File: config.mk
export PLATFORM = sky130hd
export DESIGN_NAME = fetch_queue_flat
export DESIGN_NICKNAME = d
export VERILOG_FILES = /design/src/rtl/fetch_queue_if.sv /design/src/rtl/fetch_queue.sv /design/src/flat_wrapper.sv
export SDC_FILE = /design/constraint.sdc
export NUM_CORES = 1
export LEC_CHECK = 0
export CORE_AREA = 3 3 161 163
export DETAILED_ROUTE_END_ITERATION = 7
export DIE_AREA = 0 0 164 166
export GPL_ROUTABILITY_DRIVEN = 1
export MAX_ROUTING_LAYER = met4
export PLACE_DENSITY_LB_ADDON = 0.25
export SYNTH_ARGS = -nofsm -noshare
export SYNTH_HDL_FRONTEND = slang
export SYNTH_SLANG_ARGS = --single-unit
File: constraint.sdc
create_clock -name clk_i -period 4.4 [get_ports clk_i]
set_input_delay 0.88 -clock clk_i [delete_from_list [all_inputs] [get_ports clk_i]]
set_output_delay 0.88 -clock clk_i [all_outputs]
set_load 0.1 [all_outputs]
File: src/rtl/fetch_queue_if.sv
// Fetch-queue port bundle: icache request/response, redirect, decode handshake, occupancy.
// master = fetch_queue side, slave = surrounding pipeline/icache side.
interface fetch_queue_if #(
    parameter int DEPTH      = 4,
    parameter int ADDR_WIDTH = 32
);
    localparam int CW = $clog2(DEPTH + 1);

    logic                  icache_req_valid_o;
    logic [ADDR_WIDTH-1:0] icache_req_addr_o;
    logic                  icache_req_ready_i;
    logic                  icache_rsp_valid_i;
    logic [31:0]           icache_rsp_data_i;
    logic                  redirect_valid_i;
    logic [ADDR_WIDTH-1:0] redirect_pc_i;
    logic                  instr_valid_o;
    logic [31:0]           instr_o;
    logic [ADDR_WIDTH-1:0] instr_pc_o;
    logic                  instr_ready_i;
    logic [CW-1:0]         count_o;
    logic                  empty_o;
    logic                  full_o;

    modport master (
        output icache_req_valid_o, icache_req_addr_o,
        input  icache_req_ready_i, icache_rsp_valid_i, icache_rsp_data_i,
        input  redirect_valid_i, redirect_pc_i,
        output instr_valid_o, instr_o, instr_pc_o,
        input  instr_ready_i,
        output count_o, empty_o, full_o
    );

    modport slave (
        input  icache_req_valid_o, icache_req_addr_o,
        output icache_req_ready_i, icache_rsp_valid_i, icache_rsp_data_i,
        output redirect_valid_i, redirect_pc_i,
        input  instr_valid_o, instr_o, instr_pc_o,
        output instr_ready_i,
        input  count_o, empty_o, full_o
    );
endinterface

File: src/rtl/fetch_queue.sv
// In-order instruction fetch queue: issues sequential icache fetches, buffers {instr, pc}, flushes on redirect.
// Hit latency 1 cycle to decode; issue stalls when queued + in-flight reaches DEPTH, so nothing is ever dropped.
module fetch_queue #(
    parameter int                    DEPTH      = 4,
    parameter int                    ADDR_WIDTH = 32,
    parameter logic [ADDR_WIDTH-1:0] RESET_PC   = '0
) (
    input  logic          clk_i,
    input  logic          rst_ni,
    fetch_queue_if.master fq
);
    localparam int                    CW      = $clog2(DEPTH + 1);
    localparam int                    PW      = $clog2(DEPTH);
    localparam logic [CW:0]           DEPTH_W = (CW + 1)'(DEPTH);
    localparam logic [ADDR_WIDTH-1:0] PC_STEP = ADDR_WIDTH'(4);

    typedef struct packed {
        logic [31:0]           instr;
        logic [ADDR_WIDTH-1:0] pc;
    } entry_t;

    entry_t                mem [DEPTH];
    logic [PW-1:0]         head_r, tail_r;
    logic [CW-1:0]         count_r, inflight_r, discard_r;
    logic [ADDR_WIDTH-1:0] fetch_pc_r, rsp_pc_r;

    logic                  accept, rsp_ok, push, pop, drop, redirect;
    logic [CW:0]           occupancy;
    logic [ADDR_WIDTH-1:0] redirect_pc;
    logic                  unused_redirect_lsbs;

    assign redirect    = fq.redirect_valid_i;
    assign redirect_pc = {fq.redirect_pc_i[ADDR_WIDTH-1:2], 2'b00};
    assign unused_redirect_lsbs = ^fq.redirect_pc_i[1:0];

    // Issue capacity only counts registered state; a same-cycle pop frees a slot next cycle.
    assign occupancy             = {1'b0, count_r} + {1'b0, inflight_r};
    assign fq.icache_req_valid_o = rst_ni && !redirect && (occupancy < DEPTH_W);
    assign fq.icache_req_addr_o  = fetch_pc_r;
    assign accept                = fq.icache_req_valid_o && fq.icache_req_ready_i;

    // A response with nothing outstanding is a protocol violation and is ignored.
    assign rsp_ok = fq.icache_rsp_valid_i && ((inflight_r != '0) || accept);
    assign drop   = rsp_ok && (discard_r != '0);
    assign push   = rsp_ok && (discard_r == '0) && !redirect;
    assign pop    = fq.instr_valid_o && fq.instr_ready_i && !redirect;

    assign fq.instr_valid_o = (count_r != '0);
    assign fq.instr_o       = fq.instr_valid_o ? mem[head_r].instr : '0;
    assign fq.instr_pc_o    = fq.instr_valid_o ? mem[head_r].pc : '0;
    assign fq.count_o       = count_r;
    assign fq.empty_o       = (count_r == '0);
    assign fq.full_o        = (count_r == CW'(DEPTH));

    always_ff @(posedge clk_i) begin
        if (!rst_ni) begin
            head_r     <= '0;
            tail_r     <= '0;
            count_r    <= '0;
            inflight_r <= '0;
            discard_r  <= '0;
            fetch_pc_r <= RESET_PC;
            rsp_pc_r   <= RESET_PC;
        end else begin
            inflight_r <= inflight_r + CW'(accept) - CW'(rsp_ok);
            if (redirect) begin
                head_r     <= '0;
                tail_r     <= '0;
                count_r    <= '0;
                fetch_pc_r <= redirect_pc;
                rsp_pc_r   <= redirect_pc;
                // inflight_r already covers responses still being discarded, so every
                // outstanding response after this cycle belongs to a squashed stream.
                discard_r  <= inflight_r - CW'(rsp_ok);
            end else begin
                if (accept) fetch_pc_r <= fetch_pc_r + PC_STEP;
                if (drop)   discard_r  <= discard_r - CW'(1);
                if (push) begin
                    tail_r   <= tail_r + PW'(1);
                    rsp_pc_r <= rsp_pc_r + PC_STEP;
                end
                if (pop) head_r <= head_r + PW'(1);
                count_r <= count_r + CW'(push) - CW'(pop);
            end
        end
    end

    always_ff @(posedge clk_i) begin
        if (rst_ni && push) mem[tail_r] <= '{instr: fq.icache_rsp_data_i, pc: rsp_pc_r};
    end

    rsp_without_request: assert property (@(posedge clk_i) disable iff (!rst_ni)
        fq.icache_rsp_valid_i |-> ((inflight_r != '0) || accept));

    push_into_full: assert property (@(posedge clk_i) disable iff (!rst_ni)
        !(push && !pop && (count_r == CW'(DEPTH))));
endmodule

File: src/flat_wrapper.sv
// flat-port wrapper written by rule: the top's interface ports become plain ports
module fetch_queue_flat 
#(
    parameter int                    DEPTH      = 4,
    parameter int                    ADDR_WIDTH = 32,
    parameter logic [ADDR_WIDTH-1:0] RESET_PC   = '0
)
  (clk_i, rst_ni, fq_icache_req_valid_o, fq_icache_req_addr_o, fq_icache_req_ready_i, fq_icache_rsp_valid_i, fq_icache_rsp_data_i, fq_redirect_valid_i, fq_redirect_pc_i, fq_instr_valid_o, fq_instr_o, fq_instr_pc_o, fq_instr_ready_i, fq_count_o, fq_empty_o, fq_full_o);
  fetch_queue_if #(.DEPTH(DEPTH), .ADDR_WIDTH(ADDR_WIDTH)) fq_i ();
  input  logic clk_i;
  input  logic rst_ni;
  output wire logic [$bits(fq_i.icache_req_valid_o)-1:0] fq_icache_req_valid_o;
  output wire logic [$bits(fq_i.icache_req_addr_o)-1:0] fq_icache_req_addr_o;
  input wire logic [$bits(fq_i.icache_req_ready_i)-1:0] fq_icache_req_ready_i;
  input wire logic [$bits(fq_i.icache_rsp_valid_i)-1:0] fq_icache_rsp_valid_i;
  input wire logic [$bits(fq_i.icache_rsp_data_i)-1:0] fq_icache_rsp_data_i;
  input wire logic [$bits(fq_i.redirect_valid_i)-1:0] fq_redirect_valid_i;
  input wire logic [$bits(fq_i.redirect_pc_i)-1:0] fq_redirect_pc_i;
  output wire logic [$bits(fq_i.instr_valid_o)-1:0] fq_instr_valid_o;
  output wire logic [$bits(fq_i.instr_o)-1:0] fq_instr_o;
  output wire logic [$bits(fq_i.instr_pc_o)-1:0] fq_instr_pc_o;
  input wire logic [$bits(fq_i.instr_ready_i)-1:0] fq_instr_ready_i;
  output wire logic [$bits(fq_i.count_o)-1:0] fq_count_o;
  output wire logic [$bits(fq_i.empty_o)-1:0] fq_empty_o;
  output wire logic [$bits(fq_i.full_o)-1:0] fq_full_o;
  assign fq_icache_req_valid_o = fq_i.icache_req_valid_o;
  assign fq_icache_req_addr_o = fq_i.icache_req_addr_o;
  assign fq_i.icache_req_ready_i = fq_icache_req_ready_i;
  assign fq_i.icache_rsp_valid_i = fq_icache_rsp_valid_i;
  assign fq_i.icache_rsp_data_i = fq_icache_rsp_data_i;
  assign fq_i.redirect_valid_i = fq_redirect_valid_i;
  assign fq_i.redirect_pc_i = fq_redirect_pc_i;
  assign fq_instr_valid_o = fq_i.instr_valid_o;
  assign fq_instr_o = fq_i.instr_o;
  assign fq_instr_pc_o = fq_i.instr_pc_o;
  assign fq_i.instr_ready_i = fq_instr_ready_i;
  assign fq_count_o = fq_i.count_o;
  assign fq_empty_o = fq_i.empty_o;
  assign fq_full_o = fq_i.full_o;
  fetch_queue #(.DEPTH(DEPTH), .ADDR_WIDTH(ADDR_WIDTH), .RESET_PC(RESET_PC)) u_core (.clk_i(clk_i), .rst_ni(rst_ni), .fq(fq_i));
endmodule
## After elaboration in Yosys (flattened, before gate mapping)

Memory sizes are Yosys's and may differ from the RTL's. A register that Yosys moved wholly into a read port is not among the register bits.
Index checks and enable logic that the tools add are counted.

- Register bits after elaboration: 77
- RAM bits: 256
- Bits of input ports: 70
- Word-level logic and storage cells: 57
- Memories kept: 1

Memories:

| name | depth | bits a word | rd ports | clocked after Yosys merged registers in | wr ports | line | text |
|---|---|---|---|---|---|---|---|
| u_core.mem | 4 | 64 | 1 | 1 | 1 | fetch_queue.sv:22 | `entry_t mem [DEPTH];` |

- Add/sub/neg operators: 11
- Magnitude comparators: 1
- Equal/unequal tests: 1
- Muxes and demuxes: 12
- Bitwise operators: 1
- Reduce and logical (&&, ||, !) cells: 21

Operator list:

| cell | count |
|---|---|
| $mux 32 | 6 |
| $add 32x3->32 const B | 2 |
| $logic_and 1x1->1 | 10 |
| $reduce_bool 3->1 | 3 |
| $sub 3x1->3 | 3 |
| $add 3x1->3 | 2 |
| $logic_not 3->1 | 2 |
| $mux 3 | 2 |
| $reduce_bool 2->1 | 3 |
| $add 2x1->2 const B | 2 |
| $add 3x3->4 | 1 |
| $lt 4x3->1 const B | 1 |
| $mux 2 | 2 |
| $eq 3x3->1 const B | 1 |
| $sub 3x1->3 const B | 1 |
| $mux 1 | 2 |
| $reduce_or 2->1 | 1 |
| $logic_not 1->1 | 1 |
| $logic_or 1x1->1 | 1 |
| $not 1->1 | 1 |

## Logic depth before layout (Yosys ltp)

- Depth in word-level cells: 11
- Depth in mapped cells: 12

## Worst setup path before layout

No wires, ideal clock.

- Kind: reg2reg
- Start: reg u_core.count_r[2], in the netlist u_core.fq.count_o[2]
- End: mem u_core.mem[0][10] in the netlist's numbering (enable)
- Arrival time: 3.778 ns
- Required time: 3.973 ns
- Slack: 0.195 ns
- Cell stages (with the launch flop): 6
- Path buffers: 0
- Period minus slack after synthesis: 4.205 ns
- Cells stage by stage: dfxtp_1 ha_1 nor3_2 a41oi_1 nor2_2 and3_1

- Longest elaborated chain between the ends: 11

Ends and longest elaborated chain:

| item | line | text |
|---|---|---|
| start: declaration | fetch_queue.sv:24 | `logic [CW-1:0] count_r, inflight_r, discard_r;` |
| start signal: assignment | fetch_queue.sv:83 | `count_r <= count_r + CW'(push) - CW'(pop);` |
| $add 3x3->4 | fetch_queue.sv:37 | `assign occupancy = {1'b0, count_r} + {1'b0, inflight_r};` |
| $lt 4x3->1 | fetch_queue.sv:38 | `assign fq.icache_req_valid_o = rst_ni && !redirect && (occupancy < DEPTH_W);` |
| $logic_and 1x1->1 | fetch_queue.sv:38 |  |
| $logic_and 1x1->1 | fetch_queue.sv:40 | `assign accept = fq.icache_req_valid_o && fq.icache_req_ready_i;` |
| $logic_or 1x1->1 | fetch_queue.sv:43 | `assign rsp_ok = fq.icache_rsp_valid_i && ((inflight_r != '0) \|\| accept);` |
| $logic_and 1x1->1 | fetch_queue.sv:43 |  |
| $logic_and 1x1->1 (2 in series) | fetch_queue.sv:45 | `assign push = rsp_ok && (discard_r == '0) && !redirect;` |
| $logic_and 1x1->1 | fetch_queue.sv:89 | `if (rst_ni && push) mem[tail_r] <= '{instr: fq.icache_rsp_data_i, pc: rsp_pc_r};` |
| $mux 1 | fetch_queue.sv:89 |  |
| $mux 1 (not written as such) | fetch_queue.sv:89 |  |
| end: declaration | fetch_queue.sv:22 |  |

Every way passes these cells.

==> results.sh <==
export IMPL_status="complete, no violations"
export IMPL_vias=8084
export IMPL_nets=1144
export IMPL_synth_seq_cells=323
export IMPL_required_ns=3.52
export IMPL_cts_resized=0
export IMPL_max_cap_viol_count=0
export IMPL_p_seq_share_pct=48.0
export IMPL_drc=0
export IMPL_peakVddDrop_v=0.000283
export IMPL_skew_ns=0.0183
export IMPL_path_cells="buf_12 -> mux4_2 -> and2_1 -> buf_4"
export IMPL_path_max_fanout=40
export IMPL_antenna_found_initial=0
export IMPL_dieArea_sq_mm=0.0272
export IMPL_fmax_mhz=292
export IMPL_crit_path_end="fq_instr_pc_o[11]"
export IMPL_cts_tree="yes"
export IMPL_crit_path_end_kind="output port"
export IMPL_dp_cells=1346
export IMPL_worstSetupStartpointType="flop"
export IMPL_slew_violations=0
export IMPL_worstRegToRegCells=9
export IMPL_power_switching_mw=1.99
export IMPL_hpwl_mm=16.8
export IMPL_cp_data_arrival_time_ns=2.54
export IMPL_clk_pin_slew_ns=0.06
export IMPL_final_setup_tns_ns=0
export IMPL_htree_levels=2
export IMPL_grt_pass1_vias=8153
export IMPL_boundaryPins=173
export IMPL_die_h_um=166
export IMPL_switching_share_pct=27.3
export IMPL_syn_inst=889
export IMPL_synth_edf_count=248
export IMPL_finalCriticalPeriod_ns=3.42
export IMPL_cts_sinks=323
export IMPL_syn_area_sq_mm=0.0134
export IMPL_overflow=0
export IMPL_dp_worst_setup_slack_ns=0.877
export IMPL_cts_hold_buffers=0
export IMPL_synthArstFlopShare_pct=0
export IMPL_crit_type="flop to output port"
export IMPL_layout_commonest_cell="edfxtp_1"
export IMPL_grt_usage_pct=21.2
export IMPL_wl_mm=27.5
export IMPL_synth_seq_area_share_pct=66.7
export IMPL_fin_crit_sh_pct=77.7
export IMPL_post_cts_buffers=0
export IMPL_clock_root_buffer="clkbuf_16"
export IMPL_grt_pass1_wl_mm=44.4
export IMPL_drt_initial_drc_count=608
export IMPL_synth_main_ff_cell="edfxtp_1"
export IMPL_final_cells=1403
export IMPL_die_width_um=164
export IMPL_ys_types=53
export IMPL_holdWs_ns=0.499
export IMPL_drt_pass1_iter_count=5
export IMPL_grt_max_degree=82
export IMPL_viasPerCell=5.76
export IMPL_start_util_pct=54.9
export IMPL_areaGrowthSynthToFinish_pct=21.8
export IMPL_rows=57
export IMPL_cts_buffer_depth=3
export IMPL_holdCritPathClass="flop to flop"
export IMPL_setup_violations_final=0
export IMPL_p_comb_share_pct=15.4
export IMPL_reg2reg_from="u_core.fq.count_o[1]"
export IMPL_drt_antenna_violating_nets=0
export IMPL_p_clk_share_pct=36.6
export IMPL_rr_endpoint="u_core.fq.count_o[2]"
export IMPL_route_detailed_wl_per_inst_um=19.6
export IMPL_gp_congestion=0.860
export IMPL_setup_slack_ns=0.980
export IMPL_p_int_mw=5.30
export IMPL_io_buffers=166
export IMPL_power_density_mw_per_mm2=446
export IMPL_total_leakage_power_nw=5.50
export IMPL_rrSetupSlack_ns=1.61
export IMPL_yosys_warnings=0
export IMPL_slowest_delay_ns=0.66
export IMPL_maxSlewHeadroom_pct=33.3
export IMPL_hold_violations=0
export IMPL_final_cell_mix="edfxtp_1 (248), clkdlybuf4s50_1 (101), buf_4 (74)"
export IMPL_core_sq_mm=0.0245
export IMPL_cts_buffers_inserted=34
export IMPL_worst_pin_slew_ns=0.986
export IMPL_rsz0062_at_grt="false"
export IMPL_synth_area_per_cell_sq_um=15.1
export IMPL_crit_slowest_cell="dfxtp_4"
export IMPL_insertion_delay_ns=0.50
export IMPL_layout_drive_gt1_share_pct=19.6
export IMPL_diodes=0
per-stage QoR:
step / utilization (%) / power, mW / cell area, sq um
floorplan: - / 4.37 / 13400
global placement: 62.6 / 4.67 / 15300
detailed placement: 62.6 / 4.69 / 15300
CTS: 66.9 / 7.36 / 16400
global route: 66.9 / 7.57 / 16400
finish: 66.9 / 7.29 / 16400
synth_stat cells, types with 7 or more instances:
master	instances	area share, %
nand3_1	29	1.1
and2_1	66	3.1
a21oi_1	51	1.9
nand2_1	40	1.1
buf_2	17	0.63
ha_1	14	1.3
edfxtp_1	248	55
mux4_2	62	10
xor2_1	33	2.2
o21ai_0	40	1.5
nor2_1	21	0.59
nor3_1	12	0.45
nand4_1	31	1.4
and3_1	18	0.84
clkbuf_1	26	0.73
and4_1	7	0.46
inv_1	17	0.48
xnor2_1	17	1.1
dfxtp_1	75	11
state kept, by name, indices dropped and copies added (netlist names), named ones only:
name,count
u_core.discard_r,3
u_core.fq.count_o,3
u_core.fq.icache_req_addr_o,30
u_core.head_r,2
u_core.inflight_r,3
u_core.mem,248
u_core.rsp_pc_r,30
u_core.tail_r,2
cell families after synthesis:
logic type / Yosys count / synth area share, %
DFF: 323 / 66.7
AOI/OAI and AO/OA: 112 / 4.61
and+or+nand+nor: 246 / 10.4
other: 1 / 0.0279
buffers and inverters: 71 / 2.34
muxes: 70 / 11.1
adders and majority gates: 16 / 1.60
xor gates and xnor gates: 50 / 3.26
final cells by class:
type                            instances  area, sq um
Sequential cell                       323         8950
Fill cell                            1731         8100
Multi-Input combinational cell        498         4190
Timing Repair Buffer                  182         1710
Clock buffer                           42          902
Tap cell                              324          405
Clock inverter                         15          133
Inverter                               19         71.3
power groups by stage:
stage	Combinational [mW]	Sequential, mW	Clock, mW
after floorplan	0.686	3.69	0
after global placement	1.12	3.56	0
after detailed placement	1.13	3.56	0
after CTS	1.13	3.50	2.73
after global routing	1.20	3.52	2.86
final	1.12	3.50	2.67
worst min path at each step:
stage                             start             endpoint  slack, ns  cells after the start
finish              u_core.discard_r[2]  u_core.discard_r[2]       0.50                      2
global route        u_core.discard_r[2]  u_core.discard_r[2]       0.54                      2
CTS                 u_core.discard_r[2]  u_core.discard_r[2]       0.51                      2
detailed placement  u_core.discard_r[2]  u_core.discard_r[2]       0.50                      2
global placement    u_core.discard_r[2]  u_core.discard_r[2]       0.49                      2
floorplan           u_core.discard_r[2]  u_core.discard_r[2]       0.47                      2
layer usage:
metal	track usage (%)	part of all wire [%]	vias up
met5	-	0	-
met2	32.5	47	289
met1	30.5	45	4024
li1	-	-	3735
met3	3.69	6.8	36
met4	4.41	1.4	0
worst max-delay path: cells and delay by family, from the launching register on:
| family | cells | cell delay (ns) |
|---|---|---|
| muxes | 1 | 0.54 |
| buffers and inverters | 2 | 0.62 |
| and+or+nand+nor | 1 | 0.20 |
| DFF | 1 | 0.66 |
(Power assumes the default switching activity.)
==> variant 1 (same flow settings) <==
`ADDR_WIDTH` is set to 32 in 3 places; all go to 16.
--- a/src/rtl/fetch_queue_if.sv
+++ b/src/rtl/fetch_queue_if.sv
@@ -2,7 +2,7 @@
 // master = fetch_queue side, slave = surrounding pipeline/icache side.
 interface fetch_queue_if #(
     parameter int DEPTH      = 4,
-    parameter int ADDR_WIDTH = 32
+    parameter int ADDR_WIDTH = 16
 );
     localparam int CW = $clog2(DEPTH + 1);
 
--- a/src/rtl/fetch_queue.sv
+++ b/src/rtl/fetch_queue.sv
@@ -2,7 +2,7 @@
 // Hit latency 1 cycle to decode; issue stalls when queued + in-flight reaches DEPTH, so nothing is ever dropped.
 module fetch_queue #(
     parameter int                    DEPTH      = 4,
-    parameter int                    ADDR_WIDTH = 32,
+    parameter int                    ADDR_WIDTH = 16,
     parameter logic [ADDR_WIDTH-1:0] RESET_PC   = '0
 ) (
     input  logic          clk_i,
--- a/src/flat_wrapper.sv
+++ b/src/flat_wrapper.sv
@@ -2,7 +2,7 @@
 module fetch_queue_flat 
 #(
     parameter int                    DEPTH      = 4,
-    parameter int                    ADDR_WIDTH = 32,
+    parameter int                    ADDR_WIDTH = 16,
     parameter logic [ADDR_WIDTH-1:0] RESET_PC   = '0
 )
   (clk_i, rst_ni, fq_icache_req_valid_o, fq_icache_req_addr_o, fq_icache_req_ready_i, fq_icache_rsp_valid_i, fq_icache_rsp_data_i, fq_redirect_valid_i, fq_redirect_pc_i, fq_instr_valid_o, fq_instr_o, fq_instr_pc_o, fq_instr_ready_i, fq_count_o, fq_empty_o, fq_full_o);
Ports: changed (resized fq_icache_req_addr_o, fq_instr_pc_o and fq_redirect_pc_i); port bits go from 173 to 125. The function was not compared with the original's and may differ.
==> variant 1 against the unedited design <==
- sequential cell count shrank 96
- non-clock buffer count is 47 lower
- power down 27%
- global-route usage fell by 5.7 points
- design area fell by 27%
- clock power decreased by 26%
- setup slack lost 0.067 ns
- area after synthesis shrank 29%
- sequential share of layout area is 0.97 points lower
- combinational power is 20% lower
- routed wire length is 25% lower
- largest cell class unchanged
==> variant 1: results (changes against the unedited design) <==
The maximum cell stage delay along the critical path is 0.83 ns (+0.17 ns). The most critical setup path has its endpoint at fq_instr_o[27]. The tools report the relative contribution of sequential cells to total power as 0.462 (-0.018). The tools report the pre-CTS setup slack as 0.9300 ns (+0.05332 ns). The global-route wire length before repair was 32.67 mm (-26%). The cell depth of the worst flop-to-flop path works out to 10 (+1).

The worst endpoint data arrival time was 2.61 ns (+0.07 ns). The fraction of met1 tracks used by global routing was 0.2126 (-0.09214). The fraction of layout cells with a size suffix above 1 is 0.2097 (+0.01415), and the initial detailed-routing violation count is 500 (-18%). The number of buffers created by CTS came out at 24 (-29%). Global-route track usage on met3: 0.02744 (-0.009479).

The worst clock skew was 0.009758 ns (-0.008552 ns). Routed signal wires occupy layers up through met4. The run finished with clean final reports.

The number of port buffers was 118 (-29%); the average wire per standard cell was 18.93 um (-3.3%). The number of enable flip-flop cells after synthesis works out to 184 (-26%). The met2 layer usage reported by global route was 0.2449 (-0.07960). Final cell count without fillers: 1087 (-23%).

The global routing usage summed across all routing layers was 0.1551 (-0.05705); the detailed-routing iteration count for the pre-antenna-repair pass was 5 (unchanged). The maximum number of pins on one net before global-route repair came out at 50 (-39%). The total placed cells including tap cells came out at 1043 (-23%). The routed metal-1 wire length is 9.172 mm (-25%), and the top fanout value on the critical path is 36 (-10%). The sequential share of the synthesized area was 0.6686 (+0.002045). The internal power summed over all cells was 3.848 mW (-27%); the via count of the first global-routing pass was 6104 (-25%).

The post-cts gate resize count is 0 (unchanged), and the post-synthesis average cell area is 15.43 um2 (+2.2%). The run gives 0.01189 mm2 (-27%) as the total non-filler cell area in the finished layout. The worst setup path category is reg -> out. The post-layout total power is 5.327 mW (-27%), and the power consumed by the clock network is 1.97 mW (-26%). By area the synthesized netlist is led by edfxtp_1 58%, mux4_2 11%, dfxtp_1 9.0%, nor2b_1 3.5%, ha_1 1.8%. H-tree level count: 1 (-1). The flip-flop count of the largest register, all copies and words added was 184 (-26%). The reg-to-reg setup timing slack came out at 1.46 ns (-0.15 ns).

The HPWL after detailed placement was 13.13 mm (-22%); the actual transition at the worst max-transition pin was 1.026 ns (+0.03961 ns). The unique cell type count in the Yosys netlist came out at 49 (-7.5%). The worst ir drop on vdd is 0.2240 mV (-21%), and the met2 wirelength from detailed routing is 9.880 mm (-24%). The run gives 2084 (+20%) as the number of fill cells in the layout.

The via density per instance is 5.375 (-6.7%). The final net count is 815 (-29%). The commonest cells after synthesis are 184 x edfxtp_1, 53 x nor2b_1, 46 x mux4_2, 43 x dfxtp_1, 25 x clkbuf_1.
[variant 1: changes by cell type after synthesis, moves of 11 or more]
cell,unedited run,this run
a21oi_1,51,7
and2_1,66,4
dfxtp_1,75,43
edfxtp_1,248,184
mux4_2,62,46
nand2_1,40,20
nand3_1,29,13
nand4_1,31,13
nor2b_1,1,53
o21ai_0,40,23
xnor2_1,17,6
xor2_1,33,1
[variant 1: worst register-to-register path, delay by kind of cell (launching register included)]
kind / cells / cell delay [ns]
adder cells (fa/ha/maj): 3 / 0.88
AND/OR/NAND/NOR: 3 / 0.63
buffers and inverters: 2 / 0.62
flip-flops: 1 / 0.37
XOR/XNOR: 2 / 0.30
[variant 1: cells by family (layout without fill, tap and decap cells)]
group                    count (synthesis)  count (layout)  synth area share
flip-flops                             227             227            0.6686
AND/OR/NAND/NOR                        186             186            0.1132
AO/OA/AOI/OAI                           78              78           0.05384
buffers and inverters                   56             197           0.02450
multiplexers                            48              48            0.1106
adder cells (fa/ha/maj)                 16              16           0.02253
XOR/XNOR                                 7               7          0.006419
other                                    1               4         0.0003926
[variant 1: worst min path at each step]
stage                           startpoint                to  slack, ns  depth (start not counted)
final                     u_core.head_r[1]              flop       0.52                          2
after global routing      u_core.tail_r[0]  u_core.tail_r[0]       0.57                          2
after CTS                 u_core.head_r[1]              flop       0.53                          2
after detailed placement  u_core.head_r[1]              flop       0.51                          2
after global placement    u_core.tail_r[0]  u_core.tail_r[0]       0.49                          2
after floorplan           u_core.tail_r[0]  u_core.tail_r[0]       0.48                          2
[variant 1: final cells by class]
type,instances,share of cell area
tap,324,0.03410
timing repair buffer,135,0.1063
clock buffer,36,0.06294
sequential,227,0.5376
clock inverter,8,0.004526
inverter,18,0.005684
multi-input combinational,339,0.2488
==> variant 2 (same settings) <==
Made on the original files. Make the reset (`rst_ni`) asynchronous in one clocked block.
--- a/src/rtl/fetch_queue.sv
+++ b/src/rtl/fetch_queue.sv
@@ -52,7 +52,7 @@
     assign fq.empty_o       = (count_r == '0);
     assign fq.full_o        = (count_r == CW'(DEPTH));
 
-    always_ff @(posedge clk_i) begin
+    always_ff @(posedge clk_i or negedge rst_ni) begin
         if (!rst_ni) begin
             head_r     <= '0;
             tail_r     <= '0;
Formal check against the unedited RTL: differs if rst_ni is asserted again (counterexample within 4 cycles, from zero or initial values and one cycle with rst_ni low); with rst_ni held inactive, the same outputs for 4 cycles.
==> variant 2 against the unedited design <==
- clock skew shrank 0.0062 ns
- count of clock-buffer cells in the layout is 4 lower
- area after synthesis is 2.7% higher
- routed wire length grew 6.4%
- sequential cell count fell by 2
- setup slack got worse by 0.37 ns
- via count increased by 0.93%
- non-clock buffer count grew 3
- maximum frequency decreased by 9.8%
- critical path depth down 1
- design area up 2.2%
Power is not compared: it rests on default switching activity, and its combinational part moved more than twofold at a synthesized area within 25%.
==> variant 2: results (changes against the unedited design) <==
The part of the cycle the worst path needs was 0.8619 (+0.08457). The post-synthesis compound-gate area fraction is 0.03585 (-0.01028), and the number of multi-input combinational cells is 483 (-3.0%). The async set-reset flop share out of synthesis is 0.2274 (+0.2274). The worst register-to-register path begins at u_core.fq.count_o[1]. Maximum number of pins on one net before global-route repair: 63 (-23%). Average wire per standard cell: 21.06 um (+7.6%). The flip-flop and latch share of the layout cell area was 0.5550 (+0.007662). Clock insertion delay at the later pin of the skew report: 0.54 ns (+0.04 ns). The non-clock buffer area fraction after layout is 0.1030 (-0.001351). The sequential standard cell area came out at 0.009279 mm2 (+3.6%). For the global routing usage summed across all routing layers, the log shows 0.2235 (+0.01135). The count of clock buffers in the final design is 38 (-9.5%).

Initial detailed-routing violation count: 721 (+19%). The global placer's final weighted congestion was 0.9106 (+5.9%). The global-route track usage on met3 is 0.03467 (-0.002245). The tools report the HPWL after detailed placement as 18.74 mm (+11%). The run finished with clean final reports. The worst clock skew came out at 0.01209 ns (-0.006217 ns). The global-route wire length before repair was 46.35 mm (+4.3%); the top fanout value on the critical path was 18 (-55%). The number of buffers created by CTS was 31 (-8.8%); the clock tree cell share of total cell area was 0.05897 (-0.004282). For the reg-to-reg setup timing slack, the log shows 1.35 ns (-0.26 ns). Actual transition at the worst max-transition pin: 1.020 ns (+0.03350 ns). The worst-path cell with the longest stage delay is clkdlybuf4s50_1.
==> variant 2: cell count changes after synthesis, moves of 7 or more <==
| cell | change |
|---|---|
| o21ai_0 | -20 |
| xor2_1 | -15 |
| dfxtp_1 | -75 |
| mux2_2 | +8 |
| nand2_1 | +13 |
| o211ai_1 | +11 |
| xnor2_1 | +7 |
| o311ai_0 | +19 |
| nand3_1 | +7 |
| nand4_1 | -19 |
| dfrtp_1 | +73 |
| a21oi_1 | -47 |
| buf_2 | -8 |
| nor4_1 | +11 |
==> variant 2: worst max-delay path by stage <==
stage | start | cells past startpoint | endpoint
floorplan | u_core.fq.count_o[2] | 7 | u_core.mem[0][10]
global placement | fq_icache_rsp_valid_i | 7 | u_core.mem[0][55]
detailed placement | fq_icache_rsp_valid_i | 7 | u_core.mem[0][55]
CTS | u_core.head_r[0] | 3 | fq_instr_pc_o[14]
global route | u_core.head_r[0] | 4 | fq_instr_pc_o[5]
finish | u_core.head_r[0] | 3 | fq_instr_pc_o[14]
